==> config.mk <==
export PLATFORM = sky130hd
export DESIGN_NAME = line_follow_ctrl
export DESIGN_NICKNAME = d
export VERILOG_FILES = /design/src/rtl/car_pkg.sv /design/src/rtl/motor_pwm_chan.sv /design/src/rtl/line_follow_ctrl.sv
export SDC_FILE = /design/constraint.sdc
export NUM_CORES = 1
export LEC_CHECK = 0
export ABC_AREA = 0
export CORE_MARGIN = 3
export CORE_UTILIZATION = 59
export CTS_CLUSTER_SIZE = 20
export DETAILED_ROUTE_END_ITERATION = 7
export PLACE_DENSITY = 0.77
export SYNTH_ARGS = -nofsm -noshare
export SYNTH_HDL_FRONTEND = slang
export SYNTH_SLANG_ARGS = --single-unit
==> constraint.sdc <==
create_clock -name clk -period 16 [get_ports clk]
set_input_delay 1.6 -clock clk [delete_from_list [all_inputs] [get_ports clk]]
set_output_delay 1.6 -clock clk [all_outputs]
set_load 0.02 [all_outputs]
==> src/rtl/car_pkg.sv <==
// Shared encodings for the line-follower car: steering states, motor direction codes
// and the state-to-drive mapping used by the motor PWM channels.
package car_pkg;

    localparam int unsigned DUTY_W = 16;

    typedef enum logic [2:0] {
        S_TL     = 3'd0,
        S_TR     = 3'd1,
        S_ST     = 3'd2,
        S_SL     = 3'd3,
        S_SR     = 3'd4,
        S_SEARCH = 3'd5,
        S_STOP   = 3'd6,
        S_HALT   = 3'd7
    } drive_state_e;

    localparam logic [1:0] DIR_FWD   = 2'b10;
    localparam logic [1:0] DIR_REV   = 2'b01;
    localparam logic [1:0] DIR_BRAKE = 2'b11;

    typedef struct packed {
        logic [1:0]        left_dir;
        logic [1:0]        right_dir;
        logic [DUTY_W-1:0] left_duty;
        logic [DUTY_W-1:0] right_duty;
    } drive_cmd_t;

    // Steering state to per-motor direction and duty; SEARCH pivots toward the last seen side.
    function automatic drive_cmd_t drive_map(input drive_state_e st, input logic search_left,
                                             input logic [DUTY_W-1:0] fast,
                                             input logic [DUTY_W-1:0] slow,
                                             input logic [DUTY_W-1:0] turn);
        drive_cmd_t c;
        c = '{left_dir: DIR_BRAKE, right_dir: DIR_BRAKE, left_duty: '0, right_duty: '0};
        case (st)
            S_ST:     c = '{left_dir: DIR_FWD, right_dir: DIR_FWD, left_duty: fast, right_duty: fast};
            S_TL:     c = '{left_dir: DIR_FWD, right_dir: DIR_FWD, left_duty: slow, right_duty: fast};
            S_TR:     c = '{left_dir: DIR_FWD, right_dir: DIR_FWD, left_duty: fast, right_duty: slow};
            S_SL:     c = '{left_dir: DIR_REV, right_dir: DIR_FWD, left_duty: turn, right_duty: turn};
            S_SR:     c = '{left_dir: DIR_FWD, right_dir: DIR_REV, left_duty: turn, right_duty: turn};
            S_SEARCH: begin
                if (search_left)
                    c = '{left_dir: DIR_REV, right_dir: DIR_FWD, left_duty: turn, right_duty: turn};
                else
                    c = '{left_dir: DIR_FWD, right_dir: DIR_REV, left_duty: turn, right_duty: turn};
            end
            default:  c = '{left_dir: DIR_BRAKE, right_dir: DIR_BRAKE, left_duty: '0, right_duty: '0};
        endcase
        return c;
    endfunction

    function automatic logic is_brake(input drive_state_e st);
        return (st == S_STOP) || (st == S_HALT);
    endfunction

endpackage

==> src/rtl/motor_pwm_chan.sv <==
// One motor channel: free-running PWM compare with duty/dir taken only at the period
// boundary, plus an immediate brake override.
module motor_pwm_chan
    import car_pkg::*;
#(
    parameter int unsigned PWM_W = 10
) (
    input  logic             clk,
    input  logic             rst_n,
    input  logic [1:0]       dir_req,
    input  logic [PWM_W-1:0] duty_req,
    input  logic             brake,
    output logic [1:0]       dir,
    output logic             pwm
);

    logic [PWM_W-1:0] cnt;
    logic [PWM_W-1:0] cnt_nxt;
    logic [PWM_W-1:0] duty_q;
    logic [PWM_W-1:0] duty_nxt;
    logic [1:0]       dir_nxt;

    // Brake overrides at once; otherwise new settings land only when the counter wraps.
    always_comb begin
        cnt_nxt  = cnt + PWM_W'(1);
        duty_nxt = duty_q;
        dir_nxt  = dir;
        if (cnt_nxt == '0) begin
            duty_nxt = duty_req;
            dir_nxt  = dir_req;
        end
        if (brake) begin
            duty_nxt = '0;
            dir_nxt  = DIR_BRAKE;
        end
    end

    always_ff @(posedge clk or negedge rst_n) begin
        if (!rst_n) begin
            cnt    <= '0;
            duty_q <= '0;
            dir    <= DIR_BRAKE;
            pwm    <= 1'b0;
        end else begin
            cnt    <= cnt_nxt;
            duty_q <= duty_nxt;
            dir    <= dir_nxt;
            pwm    <= (cnt_nxt < duty_nxt);
        end
    end

endmodule

==> src/rtl/line_follow_ctrl.sv <==
// Line-follower drive controller: sensor sync/filter, line classification, lost-line
// and obstacle recovery FSM, and two motor PWM channels.
module line_follow_ctrl
    import car_pkg::*;
#(
    parameter int unsigned N_SENS       = 3,
    parameter int unsigned SAMPLE_DIV   = 100000,
    parameter int unsigned FILTER_LEN   = 4,
    parameter int unsigned SHARP_TH     = 1,
    parameter int unsigned LOST_HOLD    = 50,
    parameter int unsigned SEARCH_TO    = 2000,
    parameter int unsigned RESUME_TICKS = 200,
    parameter int unsigned PWM_W        = 10,
    parameter int unsigned DUTY_FAST    = 768,
    parameter int unsigned DUTY_SLOW    = 256,
    parameter int unsigned DUTY_TURN    = 640
) (
    input  logic              clk,
    input  logic              rst_n,
    input  logic [N_SENS-1:0] sense,
    input  logic              obstacle,
    input  logic              stop_en,
    output logic [1:0]        left_dir,
    output logic [1:0]        right_dir,
    output logic              left_pwm,
    output logic              right_pwm,
    output logic [2:0]        state,
    output logic              lost
);

    localparam int unsigned DIV_W  = (SAMPLE_DIV > 1) ? $clog2(SAMPLE_DIV) : 1;
    localparam int unsigned FLT_W  = $clog2(FILTER_LEN + 2);
    localparam int unsigned RES_W  = $clog2(RESUME_TICKS + 2);
    localparam int unsigned HOLD_W = $clog2(LOST_HOLD + 2);
    localparam int unsigned SRCH_W = $clog2(SEARCH_TO + 2);
    localparam int unsigned IDX_W  = $clog2(N_SENS);
    localparam int          N_I    = int'(N_SENS);
    localparam int          SHARP_I = int'(SHARP_TH);

    logic [N_SENS-1:0] sense_m, sense_s;
    logic              obst_m, obst_s;
    logic [DIV_W-1:0]  div_cnt;
    logic              tick_c;
    logic [N_SENS-1:0] cand, filt, filt_nxt;
    logic [FLT_W-1:0]  cand_cnt, cand_cnt_nxt;
    logic [RES_W-1:0]  clr_cnt, clr_cnt_d;
    logic [HOLD_W-1:0] lost_cnt, lost_cnt_d;
    logic [SRCH_W-1:0] search_cnt, search_cnt_d;
    drive_state_e      state_q, state_d, last_steer, last_steer_d, cls;
    logic              last_left, last_left_d, lost_d;
    int                hi, lo, diff;
    drive_cmd_t        cmd;

    // Two-flop synchronisers for the asynchronous tracker and obstacle levels.
    always_ff @(posedge clk or negedge rst_n) begin
        if (!rst_n) begin
            sense_m <= '0;
            sense_s <= '0;
            obst_m  <= 1'b0;
            obst_s  <= 1'b0;
        end else begin
            sense_m <= sense;
            sense_s <= sense_m;
            obst_m  <= obstacle;
            obst_s  <= obst_m;
        end
    end

    assign tick_c = (div_cnt == DIV_W'(SAMPLE_DIV - 1));

    // Candidate vector must repeat on FILTER_LEN consecutive ticks before it is accepted.
    always_comb begin
        cand_cnt_nxt = FLT_W'(1);
        if (sense_s == cand)
            cand_cnt_nxt = (cand_cnt == FLT_W'(FILTER_LEN)) ? cand_cnt : cand_cnt + FLT_W'(1);
        filt_nxt = filt;
        if (tick_c && (cand_cnt_nxt >= FLT_W'(FILTER_LEN)))
            filt_nxt = sense_s;
    end

    always_ff @(posedge clk or negedge rst_n) begin
        if (!rst_n) begin
            div_cnt  <= '0;
            cand     <= '0;
            cand_cnt <= '0;
            filt     <= '0;
        end else begin
            div_cnt <= tick_c ? '0 : div_cnt + DIV_W'(1);
            filt    <= filt_nxt;
            if (tick_c) begin
                cand     <= sense_s;
                cand_cnt <= cand_cnt_nxt;
            end
        end
    end

    // Line position: centre offset of the outermost lit sensors, positive toward the left.
    always_comb begin
        hi = 0;
        lo = 0;
        for (int i = 0; i < N_I; i++)
            if (filt_nxt[i[IDX_W-1:0]]) hi = i;
        for (int i = N_I - 1; i >= 0; i--)
            if (filt_nxt[i[IDX_W-1:0]]) lo = i;
        diff = hi + lo - (N_I - 1);
        cls  = S_ST;
        if (diff > SHARP_I)       cls = S_SL;
        else if (diff > 0)        cls = S_TL;
        else if (diff < -SHARP_I) cls = S_SR;
        else if (diff < 0)        cls = S_TR;
    end

    always_comb begin
        state_d      = state_q;
        last_steer_d = last_steer;
        last_left_d  = last_left;
        lost_d       = lost;
        clr_cnt_d    = clr_cnt;
        lost_cnt_d   = lost_cnt;
        search_cnt_d = search_cnt;
        if (tick_c) begin
            lost_d = (filt_nxt == '0);
            if (state_q != S_HALT) begin
                if ((filt_nxt != '0) && (diff != 0))
                    last_left_d = (diff > 0);
                if (obst_s && stop_en) begin
                    state_d      = S_STOP;
                    clr_cnt_d    = '0;
                    lost_cnt_d   = '0;
                    search_cnt_d = '0;
                end else if ((state_q == S_STOP) &&
                             ((clr_cnt + RES_W'(1)) < RES_W'(RESUME_TICKS))) begin
                    clr_cnt_d = clr_cnt + RES_W'(1);
                end else begin
                    clr_cnt_d = '0;
                    if (filt_nxt != '0) begin
                        state_d      = cls;
                        lost_cnt_d   = '0;
                        search_cnt_d = '0;
                    end else if (state_q == S_SEARCH) begin
                        if ((search_cnt + SRCH_W'(1)) >= SRCH_W'(SEARCH_TO))
                            state_d = S_HALT;
                        else
                            search_cnt_d = search_cnt + SRCH_W'(1);
                    end else if (lost_cnt >= HOLD_W'(LOST_HOLD)) begin
                        state_d      = S_SEARCH;
                        search_cnt_d = '0;
                    end else begin
                        state_d    = last_steer;
                        lost_cnt_d = lost_cnt + HOLD_W'(1);
                    end
                end
            end
        end
        if (state_d inside {S_TL, S_TR, S_ST, S_SL, S_SR})
            last_steer_d = state_d;
    end

    always_ff @(posedge clk or negedge rst_n) begin
        if (!rst_n) begin
            state_q    <= S_STOP;
            last_steer <= S_ST;
            last_left  <= 1'b1;
            lost       <= 1'b0;
            clr_cnt    <= '0;
            lost_cnt   <= '0;
            search_cnt <= '0;
        end else begin
            state_q    <= state_d;
            last_steer <= last_steer_d;
            last_left  <= last_left_d;
            lost       <= lost_d;
            clr_cnt    <= clr_cnt_d;
            lost_cnt   <= lost_cnt_d;
            search_cnt <= search_cnt_d;
        end
    end

    assign state = state_q;

    // Drive request follows the decided state so a brake takes effect on the deciding clock.
    assign cmd = drive_map(state_d, last_left_d, DUTY_W'(DUTY_FAST), DUTY_W'(DUTY_SLOW),
                           DUTY_W'(DUTY_TURN));

    motor_pwm_chan #(.PWM_W(PWM_W)) u_left (
        .clk      (clk),
        .rst_n    (rst_n),
        .dir_req  (cmd.left_dir),
        .duty_req (PWM_W'(cmd.left_duty)),
        .brake    (is_brake(state_d)),
        .dir      (left_dir),
        .pwm      (left_pwm)
    );

    motor_pwm_chan #(.PWM_W(PWM_W)) u_right (
        .clk      (clk),
        .rst_n    (rst_n),
        .dir_req  (cmd.right_dir),
        .duty_req (PWM_W'(cmd.right_duty)),
        .brake    (is_brake(state_d)),
        .dir      (right_dir),
        .pwm      (right_pwm)
    );

endmodule

## After elaboration in Yosys (flattened, before gate mapping)

Index checks and enable logic that the tools add are counted.

- Register bits: 113
- Input port bits: 7
- Logic and storage cells: 124

- Add/subtract/negate cells: 9
- $lt $le $gt $ge: 10
- Eq/ne operators: 17
- Mux-type cells: 47
- Reduce and logical (&&, ||, !) cells: 18

Operator list:

| cell | number |
|---|---|
| $pmux W36 S6 | 1 |
| $mux W32 | 3 |
| $mux W11 | 6 |
| $lt A32 B1 Y1 const B | 2 |
| $mux W3 | 14 |
| $mux W10 | 4 |
| $mux W36 | 1 |
| $add A32 B32 Y32 | 1 |
| $gt A32 B1 Y1 const B | 1 |
| $gt A32 B2 Y1 const B | 1 |
| $reduce_bool A32 Y1 | 1 |
| $sub A32 B3 Y32 const B | 1 |
| $mux W6 | 5 |
| $eq A3 B3 Y1 const B | 7 |
| $add A10 B1 Y10 const B | 2 |
| $logic_not A10 Y1 | 2 |
| $lt A10 B10 Y1 | 2 |
| $add A17 B1 Y17 const B | 1 |
| $eq A17 B17 Y1 const B | 1 |
| $mux W17 | 1 |
| $mux W8 | 2 |
| $mux W2 | 6 |
| $add A11 B1 Y11 const B | 1 |
| $ge A11 B11 Y1 const B | 1 |
| other kinds (22) | 34 |

## Depth between registers and ports, before layout

Gate-level depths: netlist (run 1).

- Word-level depth: 26
- Depth in mapped cells: 30

## Hierarchy

From an unflattened synthesis (run 1), not the netlist that was laid out.

- Cell total of the unflattened synthesis: 683
- Area total of the unflattened synthesis: 6538.8 um^2

By module, submodules not included:

| module | instances | cells each | area an instance (um^2) | sequential area each (um^2) |
|---|---|---|---|---|
| line_follow_ctrl | 1 | 432 | 3928.8 | 1681.6 |
| motor_pwm_chan at u_left | 1 | 141 | 1400.1 | 578.1 |
| motor_pwm_chan at u_right | 1 | 110 | 1209.9 | 578.1 |

## Worst setup path after synthesis (run 1)

Ideal clock, no wire load.

- Path type: reg2reg
- Start point: register div_cnt[12]
- End point: register u_right.pwm
- Setup time: 66 ps
- Arrival time: 5119 ps
- Required time: 15934 ps
- Setup slack: 10815 ps
- Stages on the path, launching flop included: 29
- Path buffers: 2
- Period minus slack after synthesis: 5185 ps
- Cells stage by stage: dfrtp_1 -> and4bb_1 -> and4_1 -> and4b_1 -> buf_4 -> mux2_2 -> nor2_1 -> ha_1 -> nand2_1 -> ha_1 -> nand2_1 -> nor2_1 -> a21oi_1 -> a211oi_1 -> a311oi_1 -> o32ai_4 -> inv_4 -> a21oi_2 -> buf_6 -> nand2_1 -> ha_1 -> a21o_1 -> a21o_1 -> a21o_1 -> a21oi_1 -> o21ai_0 -> a211oi_1 -> o2bb2ai_1 -> a41o_1

- Cells in the longest elaborated chain, start to end: 23
- Elaborated cells between the ends (all ways): 37
- Those cells by class: add/sub (2); order compare (5); eq/ne (8); mux (18); reduce/logical (4)

RTL lines:

| element | line | source |
|---|---|---|
| start: declaration | line_follow_ctrl.sv:42 | `logic [DIV_W-1:0] div_cnt;` |
| start signal: assignment | line_follow_ctrl.sv:88 | `div_cnt <= tick_c ? '0 : div_cnt + DIV_W'(1);` |
| $eq A17 B17 Y1 (*) | line_follow_ctrl.sv:69 | `assign tick_c = (div_cnt == DIV_W'(SAMPLE_DIV - 1));` |
| $logic_and A1 B1 Y1 (*) | line_follow_ctrl.sv:77 | `if (tick_c && (cand_cnt_nxt >= FLT_W'(FILTER_LEN)))` |
| $mux W3 (*) | line_follow_ctrl.sv:77 |  |
| net filt_nxt[2] | line_follow_ctrl.sv:44 | `logic [N_SENS-1:0] cand, filt, filt_nxt;` |
| $mux W2 | line_follow_ctrl.sv:104 | `if (filt_nxt[i[IDX_W-1:0]]) lo = i;` |
| $mux W32 (2 in series) | line_follow_ctrl.sv:104 |  |
| $add A32 B32 Y32 | line_follow_ctrl.sv:105 | `diff = hi + lo - (N_I - 1);` |
| $sub A32 B3 Y32 | line_follow_ctrl.sv:105 |  |
| [... 8 more ...] | n/a |  |
| $mux W3 (*) | line_follow_ctrl.sv:123 | `if (state_q != S_HALT) begin` |
| $mux W3 (*) | line_follow_ctrl.sv:121 | `if (tick_c) begin` |
| net state_d[1] | line_follow_ctrl.sv:49 | `drive_state_e state_q, state_d, last_steer, last_steer_d, cls;` |
| $eq A3 B3 Y1, or another cell as far along | car_pkg.sv:36 | `case (st)` |
| $pmux W36 S6 | car_pkg.sv:36 |  |
| $mux W10 | motor_pwm_chan.sv:28 | `if (cnt_nxt == '0) begin` |
| $mux W10 (*) | motor_pwm_chan.sv:32 | `if (brake) begin` |
| $lt A10 B10 Y1 (*) | motor_pwm_chan.sv:48 | `pwm <= (cnt_nxt < duty_nxt);` |
| end signal: assignment | motor_pwm_chan.sv:48 |  |
| end: declaration | motor_pwm_chan.sv:14 | `output logic pwm` |

Mark *: on every way through the listed nets, which the timed path passes. The rest lies on a longest branch.
A chain may end at the register's enable or synchronous reset.

## Final worst setup path (run 1)

- Start point: register div_cnt[11]
- End point: register u_right.pwm

The elaborated chain is that of the path after synthesis.

==> run metrics, run 1 <==
crit path max-delay cell type and4b_1; Final Max Slew Viols 0; Row Count 36; Nets 675; Setup TNS Final 0 ps; # setup viols final 0; Die H 107 um; n_diodes 0; delay-heaviest family, CP compound AO/OA/AOI/OAI gates; first-pass GRT wire length 21200 um; cts hold-fix bufs 0; number of synthesized flops with an enable pin 0; Max stage delay on crit path 600 ps; arrival time at the worst endpoint 6800 ps; TritonRoute pass-1 iters 5; largest net degree at the start of global routing 70; VDD IR max 90.7 uV; Worst Max-Slew Pin Slew 901 ps; hold path startpoint sense_m[0]; r2r setup slk 9670 ps; CP Data Required Time 16470 ps; crit path kind reg -> reg; HPWL Detailed 8230 um; clk_lat worst skew 540 ps; Resize count post-CTS 0; CTS tree done; Die X 107 um; Syn Std Cell Area 0.00604 sq mm; Yosys top cell area share 43.5%; leak pwr 0.00308 uW; Worst setup startpoint div_cnt[11]; TritonCTS Sinks 113; synthesized flop and latch total 113; fmax 158 MHz; critical path startpoint category register; Area Overhead vs Synth 13.2%; Final period util 39.5%; vias in the first global route 4548; Antenna Nets Post-Route 0; maximum clock path buffer count 2; core footprint 0.00986 sq mm; max_cap viols 0; DRC Markers 0; GPL Wtd Cong 0.890; routed len/inst 15.5 um; Post-synth top cells 105 x dfrtp_1, 78 x nand2_1, 55 x nor2_1, 40 x o21ai_0, 35 x nand3_1; Starting Density 61.2%; RSZ-0062 raised after global routing false; Post-Syn Nets 656; sequential area share after synthesis 47.0%; Syn Inst Count 620; Cell Pwr Density 95.0 mW/mm^2; Worst Skew 6.98 ps; Root Driver clkbuf_8; initial antenna violation count 0; Distinct cells, synth 71; Total Routing Usage GR 23.6%; Final Hold Vio Count 0; async set or reset register ratio after synthesis 100%; Post-CTS Setup Bufs 0; Worst R2R Start div_cnt[11]; area leader, netlist dfrtp_1; Die ar. 0.0115 sq mm; Avg Cell Area, Syn 9.74 sq um; share of layout cells above drive strength 1 9.36%; num ports 17; top cells by area, synth dfrtp_1 44%, ha_1 6.0%, nand2_1 4.9%; count leader, synth dfrtp_1; Setup crit end kind register; Reg clk slew, reported paths 60 ps; TritonCTS buffer count 17; Min-Delay Path Class reg -> reg; buffers plus inverters on the worst setup path 1; Yosys warning count 0; initial detailed-routing violation count 218; final wirelength 12200 um; H-tree depth 4; slew margin rel. 39.6%; Final Power 649 uW; drt via density 5.95; status finished clean; CP max FO 14; min cycle time layout 6330 ps; GRT overflow 0; vias 4674; Main synth FF type dfrtp_1; Port Buf Inserts 16
[cell families (layout without fill, tap and decap cells)]
kind of cell | Yosys count | in the layout | share of synthesized area, %
AOI/OAI and AO/OA | 129 | 129 | 15.3
xor gates and xnor gates | 36 | 36 | 5.22
adders and majority gates | 29 | 29 | 6.01
buffers and inverters | 39 | 71 | 3.07
DFF | 113 | 113 | 47.0
muxes | 10 | 10 | 1.76
and+or+nand+nor | 264 | 264 | 21.6
[state kept, by name, indices dropped and copies added, names as in the netlist, 6 cells and up]
signal	count
u_right.duty_q	10
lost_cnt	6
u_left.duty_q	10
u_right.cnt	10
search_cnt	11
clr_cnt	8
div_cnt	17
u_left.cnt	10
[path summary, 6_finish.rpt]
path,to,cells past startpoint
max in group asynchronous,last_steer[0],2
max reg2reg,u_right.pwm,26
min,sense_s[0],0
min in group asynchronous,div_cnt[8],1
min reg2reg,sense_s[0],0
max,u_right.pwm,26
[per-stage QoR]
stage | utilization, % | area, sq um | worst slack (ps) | hold WS [ps] | instances
after floorplan | - | 6040 | 10810 | 331 | 620
after global placement | 63.6 | 6280 | 10070 | 335 | 753
after detailed placement | 63.6 | 6280 | 9800 | 344 | 753
after CTS | 69.3 | 6830 | 9740 | 356 | 785
after global routing | 69.3 | 6830 | 9070 | 359 | 785
final | 69.3 | 6830 | 9670 | 353 | 785
[placed cells by master, fill, tap and decap left out, types with 5 or more instances in the layout]
| cell type | n |
|---|---|
| a211oi_1 | 6 |
| a21o_1 | 10 |
| a21oi_1 | 13 |
| a31oi_1 | 6 |
| and2_1 | 21 |
| and3_1 | 16 |
| clkbuf_16 | 16 |
| clkdlybuf4s50_1 | 15 |
| dfrtp_1 | 105 |
| dfstp_2 | 8 |
| ha_1 | 29 |
| inv_1 | 18 |
| mux2_2 | 5 |
| mux2i_1 | 5 |
| nand2_1 | 78 |
| nand2b_1 | 6 |
| nand3_1 | 35 |
| nand4_1 | 17 |
| nor2_1 | 55 |
| nor3_1 | 5 |
| nor4_1 | 5 |
| o211ai_1 | 5 |
| o21ai_0 | 40 |
| o31ai_1 | 6 |
| xnor2_1 | 18 |
| xor2_1 | 18 |
[metal layers]
| layer | GRT usage (%) | wire length, um |
|---|---|---|
| met1 | 30.1 | 5570 |
| met2 | 37.5 | 5830 |
| met3 | 7.83 | 535 |
| met4 | 8.40 | 219 |
| met5 | 0 | 0 |
[layout make-up]
| class | instances | area [sq um] |
|---|---|---|
| Timing Repair Buffer | 18 | 173 |
| Clock buffer | 22 | 443 |
| Inverter | 21 | 81.3 |
| Clock inverter | 10 | 111 |
| Tap cell | 133 | 166 |
| Fill cell | 724 | 3030 |
| Sequential cell | 113 | 2840 |
| Multi-Input combinational cell | 468 | 3020 |
[worst register-to-register path, stage by stage (launching register included)]
cell and delay, ps:
dfrtp_1 430, nand4b_1 200, nor3_1 310, and4b_1 600, mux2_2 430, nor2_1 110, ha_1 150, nand2_1 60
ha_1 330, nand2_1 110, nor2_1 100, a21oi_1 70, a211oi_1 230, a311oi_1 110, o32ai_4 560, inv_4 130
a21oi_2 440, nand2_1 120, ha_1 330, a21o_1 190, a21o_1 190, a21o_1 180, a21oi_1 120, o21ai_0 130
a211oi_1 360, o2bb2ai_1 160, a41o_1 110
[where the power goes]
group / total (uW) / leakage (uW) / internal [uW] / switching, uW
Clock: 351 / 0.000265 / 224 / 127
Sequential: 288 / 0.00146 / 287 / 1.05
Combinational: 9.17 / 0.00136 / 2.26 / 6.92
Total: 649 / 0.00308 / 514 / 135
Note: power is estimated with default switching activity, not from simulation.
==> run 2, diff against run 1 <==
==> constraint.sdc (replaced) <==
create_clock -name clk -period 5.9 [get_ports clk]
set_input_delay 0.59 -clock clk [delete_from_list [all_inputs] [get_ports clk]]
set_output_delay 0.59 -clock clk [all_outputs]
set_load 0.02 [all_outputs]
==> run 2 against run 1 <==
First-iteration DRC count increased by 32%. Sequential share of layout area decreased by 0.60 points. Core utilization increased by 1.0 points. Worst hold slack got worse by 270 ps. Total power increased to 2.9 times the previous value. Worst setup slack got worse by 9300 ps. Final cell count increased by 0.51%. Non-clock buffer count increased by 4.
==> run metrics, run 2 (synthesis gave the netlist of run 1 again) <==
Cell Pwr Density 267 mW/mm^2 (+180%); min cycle time layout 5480 ps (-846 ps); Largest Register div_cnt; # setup viols final 0 (unchanged); Die H 107 um (unchanged); Final WS setup 421 ps (-9250 ps); commonest cells after routing, fill and taps aside 105 x dfrtp_1, 78 x nand2_1, 55 x nor2_1, 40 x o21ai_0, 35 x nand3_1; CP Data Required Time 6360 ps (-10110 ps); utilization after layout 70.3% (+1.0 points); vias in the first global route 4541 (-0.15%); Final Hold Vio Count 0 (unchanged); first-pass GRT wire length 21200 um (-0.33%); RSZ-0062 raised after global routing false; crit path kind reg -> reg; Worst Max-Slew Pin Slew 1140 ps (+243 ps); Post-Place Worst Slack 215 ps (-9590 ps); n_diodes 0 (unchanged); status finished clean; Setup crit end kind register; delay-heaviest family, CP compound AO/OA/AOI/OAI gates; TritonCTS buffer count 17 (unchanged); Total Routing Usage GR 23.4% (-0.17 points); vias 4649 (-0.53%); Die ar. 0.0115 sq mm (unchanged); H-tree depth 4 (unchanged); Final period util 92.9% (+53 points); initial antenna violation count 0 (unchanged); critical path startpoint category register; VDD IR max 267 uV (+190%); largest net degree at the start of global routing 63 (-10%); final wirelength 12200 um (+0.27%); Worst Skew 5.99 ps (-0.990 ps); core footprint 0.00986 sq mm (unchanged); Port Buf Inserts 16 (unchanged); drt via density 5.89 (-1.0%); GPL Wtd Cong 0.893 (+0.36%); HPWL Detailed 8320 um (+1.2%); Max stage delay on crit path 450 ps (-150 ps); placed cells 755 (+0.27%); Min-Delay Path Class in -> async; TritonCTS Sinks 113 (unchanged); share of layout cells above drive strength 1 10.4% (+1.0 points); Antenna Nets Post-Route 0 (unchanged); Reg clk slew, reported paths 60 ps (about the same); Starting Density 61.2% (unchanged); Area Overhead vs Synth 14.8%; num ports 17 (unchanged); Largest regs div_cnt x17, search_cnt x11; initial detailed-routing violation count 287 (+32%); routed len/inst 15.4 um (-0.24%); Final Power 1850 uW (+190%); leak pwr 0.00312 uW (+1.3%); cell repeated most along the worst path ha_1; Nets 679 (+0.59%); Root Driver clkbuf_8; clk_lat worst skew 520 ps (-20 ps); max reg flops 17 (unchanged); Row Count 36 (unchanged); Setup TNS Final 0 ps (unchanged); maximum clock path buffer count 2 (unchanged); post-route insts no fill 789 (+0.51%); TritonRoute pass-1 iters 5 (unchanged); most common cell after layout, fill and taps aside dfrtp_1; fmax 183 MHz (+15%); buffers plus inverters on the worst setup path 2 (+1); CP max FO 12 (-2); GRT overflow 0 (unchanged); Final Max Slew Viols 0 (unchanged); max_cap viols 0 (unchanged); CTS tree done; crit path max-delay cell type and4b_4; Die X 107 um (unchanged); DRC Markers 0 (unchanged); slew margin rel. 23.1% (-16 points); arrival time at the worst endpoint 5940 ps (-860 ps)
==> run 2: repair_timing <==
item,in CTS,in global routing
hold buffers,0,0
buffers inserted,0,2
setup endpoints to repair,0,2
resized for setup,0,4
==> run 2: power breakdown <==
group	leakage (uW)	switching [uW]	internal [uW]	total, uW
Combinational	0.00137	18.6	6.11	24.7
Sequential	0.00146	2.70	779	782
Clock	0.000293	340	707	1050
==> run 2: final cells by class <==
type / count / area (sq um)
clock buffer: 23 / 457
clock inverter: 9 / 154
fill: 716 / 2930
inverter: 21 / 81.3
multi-input combinational: 468 / 3030
sequential: 113 / 2840
tap: 133 / 166
timing repair buffer: 22 / 203
==> run 2: worst paths after layout <==
check	from	end	slack, ps	cells after the start
min reg2reg	sense_m[1]	sense_s[1]	350	0
min	rst_n	div_cnt[7]	80	1
max reg2reg	cand_cnt[0]	u_left.pwm	420	25
min in group clk	sense_m[1]	sense_s[1]	350	0
max	cand_cnt[0]	u_left.pwm	420	25
max in group asynchronous	rst_n	search_cnt[1]	4590	2
==> run 2: layer usage <==
layer | share of wire [%] | vias to the layer above | track usage [%] | wire length, um
li1 | - | 2286 | - | -
met2 | 47 | 103 | 35.7 | 5770
met1 | 47 | 2235 | 31.2 | 5680
met4 | 2.0 | 0 | 9.68 | 238
met3 | 4.2 | 25 | 7.04 | 507
met5 | 0 | - | 0 | 0
==> run 2: metrics by stage <==
stage | hold slack, ps | instance area (sq um)
detailed placement | 336 | 6290
global placement | 337 | 6290
floorplan | 294 | 6040
global route | 123 | 6930
CTS | 110 | 6900
finish | 80.2 | 6930
==> run 2: worst reg2reg max path: cells and delay by family, from the launching register on <==
family	cells	cell delay [ps]
adder cells (fa/ha/maj)	4	1000
buffers and inverters	2	310
AO/OA/AOI/OAI	9	1760
multiplexers	1	400
AND/OR/NAND/NOR	9	1530
flip-flops	1	400
==> run 3, diff against run 2 <==
--- a/config.mk
+++ b/config.mk
@@ -6,11 +6,13 @@
 export NUM_CORES = 1
 export LEC_CHECK = 0
 export ABC_AREA = 0
-export CORE_MARGIN = 3
-export CORE_UTILIZATION = 59
+export CELL_PAD_IN_SITES_DETAIL_PLACEMENT = 1
+export CELL_PAD_IN_SITES_GLOBAL_PLACEMENT = 1
+export CORE_MARGIN = 2
+export CORE_UTILIZATION = 49
 export CTS_CLUSTER_SIZE = 20
 export DETAILED_ROUTE_END_ITERATION = 7
-export PLACE_DENSITY = 0.77
+export PLACE_DENSITY_LB_ADDON = 0.1
 export SYNTH_ARGS = -nofsm -noshare
 export SYNTH_HDL_FRONTEND = slang
 export SYNTH_SLANG_ARGS = --single-unit
==> run 3 against run 2 <==
Worst setup slack gained 25 ps. Combinational power rose by 2%. Via count increased by 2.4%. Critical path depth decreased by 2. Routed wire length is 20% higher. Fmax grew 0.46%. Sequential power about the same. Die area up 15%. Global-route usage increased by 0.77 points. Clock-buffer cell count did not move. Flip-flop and latch count unchanged. Register-to-register slack improved by 20 ps. Critical endpoint unchanged. Largest power group unchanged. Highest routed layer unchanged.
==> run metrics, run 3 (synthesis gave the netlist of run 1 again) <==
utilization after layout 57.7% (-13 points); crit path kind reg -> reg; n_diodes 0 (unchanged); Post-CTS Setup Bufs 0 (unchanged); Reg power frac 43.3% (+1.1 points); commonest cells after routing, fill and taps aside 105 x dfrtp_1, 78 x nand2_1, 55 x nor2_1, 40 x o21ai_0, 35 x nand3_1; H-tree depth 4 (unchanged); Die H 115 um (+7.3%); min cycle time layout 5450 ps (-24.9 ps); Final Max Slew Viols 0 (unchanged); Post-Place Worst Slack 487 ps (+272 ps); TritonCTS buffer count 17 (unchanged); Row Count 40 (+11%); HPWL Detailed 9920 um (+19%); Final Hold Vio Count 0 (unchanged); arrival time at the worst endpoint 5810 ps (-130 ps); Starting Density 50.3% (-11 points); most common cell after layout, fill and taps aside dfrtp_1; VDD IR max 176 uV (-34%); RSZ-0062 raised after global routing false; sw power 370 uW (+2.3%); CTS tree done; CP Data Required Time 6250 ps (-110 ps); routed len/inst 18.1 um (+17%); TritonRoute pass-1 iters 4 (-1); largest net degree at the start of global routing 77 (+22%); maximum clock path buffer count 2 (unchanged); core footprint 0.0120 sq mm (+22%); initial detailed-routing violation count 199 (-31%); # setup viols final 0 (unchanged); slew margin rel. 36.0% (+13 points); Final period util 92.4% (-0.42 points); Die ar. 0.0132 sq mm (+15%); final wirelength 14600 um (+20%); Setup crit end kind register; Die X 115 um (+7.3%); Net Sw Frac 20.5% (+0.97 points); TritonCTS Sinks 113 (unchanged); Area Overhead vs Synth 14.7% (about the same); GPL Wtd Cong 0.812 (-9.1%); first-pass GRT wire length 25000 um (+18%); Worst Skew 4.70 ps (-1.29 ps); clk_lat worst skew 410 ps (-110 ps); Nets 681 (+0.29%); max_cap viols 0 (unchanged); Final WS setup 445 ps (+24.9 ps); Largest regs div_cnt x17, search_cnt x11; Worst Max-Slew Pin Slew 954 ps (-189 ps); Root Driver clkbuf_16; leak pwr 0.00312 uW (about the same); max reg flops 17 (unchanged); Total Routing Usage GR 24.1% (+0.77 points); Antenna Nets Post-Route 0 (unchanged); Cell Pwr Density 261 mW/mm^2 (-2.4%); num ports 17 (unchanged); P_int 1440 uW (-3.7%); vias 4762 (+2.4%); WHS 144 ps (+63.9 ps); Setup TNS Final 0 ps (unchanged); Min-Delay Path Class in -> async; initial antenna violation count 0 (unchanged); status finished clean; fmax 183 MHz (+0.46%); Largest Register div_cnt; DRC Markers 0 (unchanged); critical path startpoint category register; Reg clk slew, reported paths 50 ps (about the same); Port Buf Inserts 16 (unchanged); vias in the first global route 5090 (+12%); Clk pwr share 55.3% (-1.2 points); drt via density 5.92 (+0.39%); GRT overflow 0 (unchanged); CP max FO 12 (unchanged); share of layout cells above drive strength 1 10.5% (+0.12 points); Comb pwr share 1.4% (about the same)
-- run 3: cell types whose count changed in the layout (fill, tap and decap cells not counted), sizes merged --
cell and change:
clkinvlp +1, inv -1, buf +2, bufinv -2, clkinv +2
-- run 3: through the flow --
stage                     power [uW]  cells  instance area (sq um)
after floorplan                  800    620                   6040
after global placement           821    773                   6340
after detailed placement         821    773                   6340
after CTS                       1830    805                   6920
after global routing            1870    805                   6930
final                           1810    805                   6930
-- run 3: layout make-up --
type / count / area, sq um
Inverter: 21 / 81.3
Sequential cell: 113 / 2840
Clock buffer: 23 / 478
Tap cell: 147 / 184
Multi-Input combinational cell: 468 / 3020
Timing Repair Buffer: 24 / 218
Clock inverter: 9 / 106
Fill cell: 1353 / 5090
-- run 3: what timing repair did --
action,in CTS,in global routing
endpoints found under the setup margin,0,1
hold buffers,0,0
resized for setup,0,1
-- run 3: final timing paths --
check	start	endpoint	slack [ps]	cells after the start
min in group clk	sense_m[1]	sense_s[1]	350	0
worst min register to register	sense_m[1]	sense_s[1]	350	0
worst max register to register	div_cnt[11]	u_left.pwm	450	23
worst min-delay path	rst_n	div_cnt[1]	140	1
max in group asynchronous	rst_n	u_right.duty_q[8]	4420	2
worst max-delay path	div_cnt[11]	u_left.pwm	450	23
-- run 3: worst max-delay path, cell delays in order, from the launching register on --
cell and delay, ps:
dfrtp_1 440, nand4b_1 200, nor3_1 300, and4b_2 380
mux2_2 390, nor2_1 130, ha_1 150, nand2_1 50
ha_1 310, nand2_1 140, nor2_1 70, nand2_1 60
o21ai_0 110, a311oi_1 440, o32ai_4 140, buf_4 210
nor2_2 230, o221ai_1 140, ha_1 350, a21o_1 170
a21o_1 170, a211oi_1 390, nor3b_1 250, a31o_2 180
-- run 3: layer usage --
layer	wire length, um	up-vias	global-route usage [%]
li1	-	2280	-
met2	7340	60	41.0
met1	6590	2397	29.8
met4	287	0	8.59
met5	0	-	0
met3	359	25	6.38
-- run 3: power groups by stage --
stage | Combinational [uW] | Clock (uW) | Sequential (uW)
2_1_floorplan | 6.60 | 0 | 793
3_3_place_gp | 26.2 | 0 | 795
3_5_place_dp | 26.5 | 0 | 795
4_1_cts | 26.8 | 1020 | 782
5_1_grt | 29.1 | 1060 | 782
6_report | 25.1 | 1000 | 782
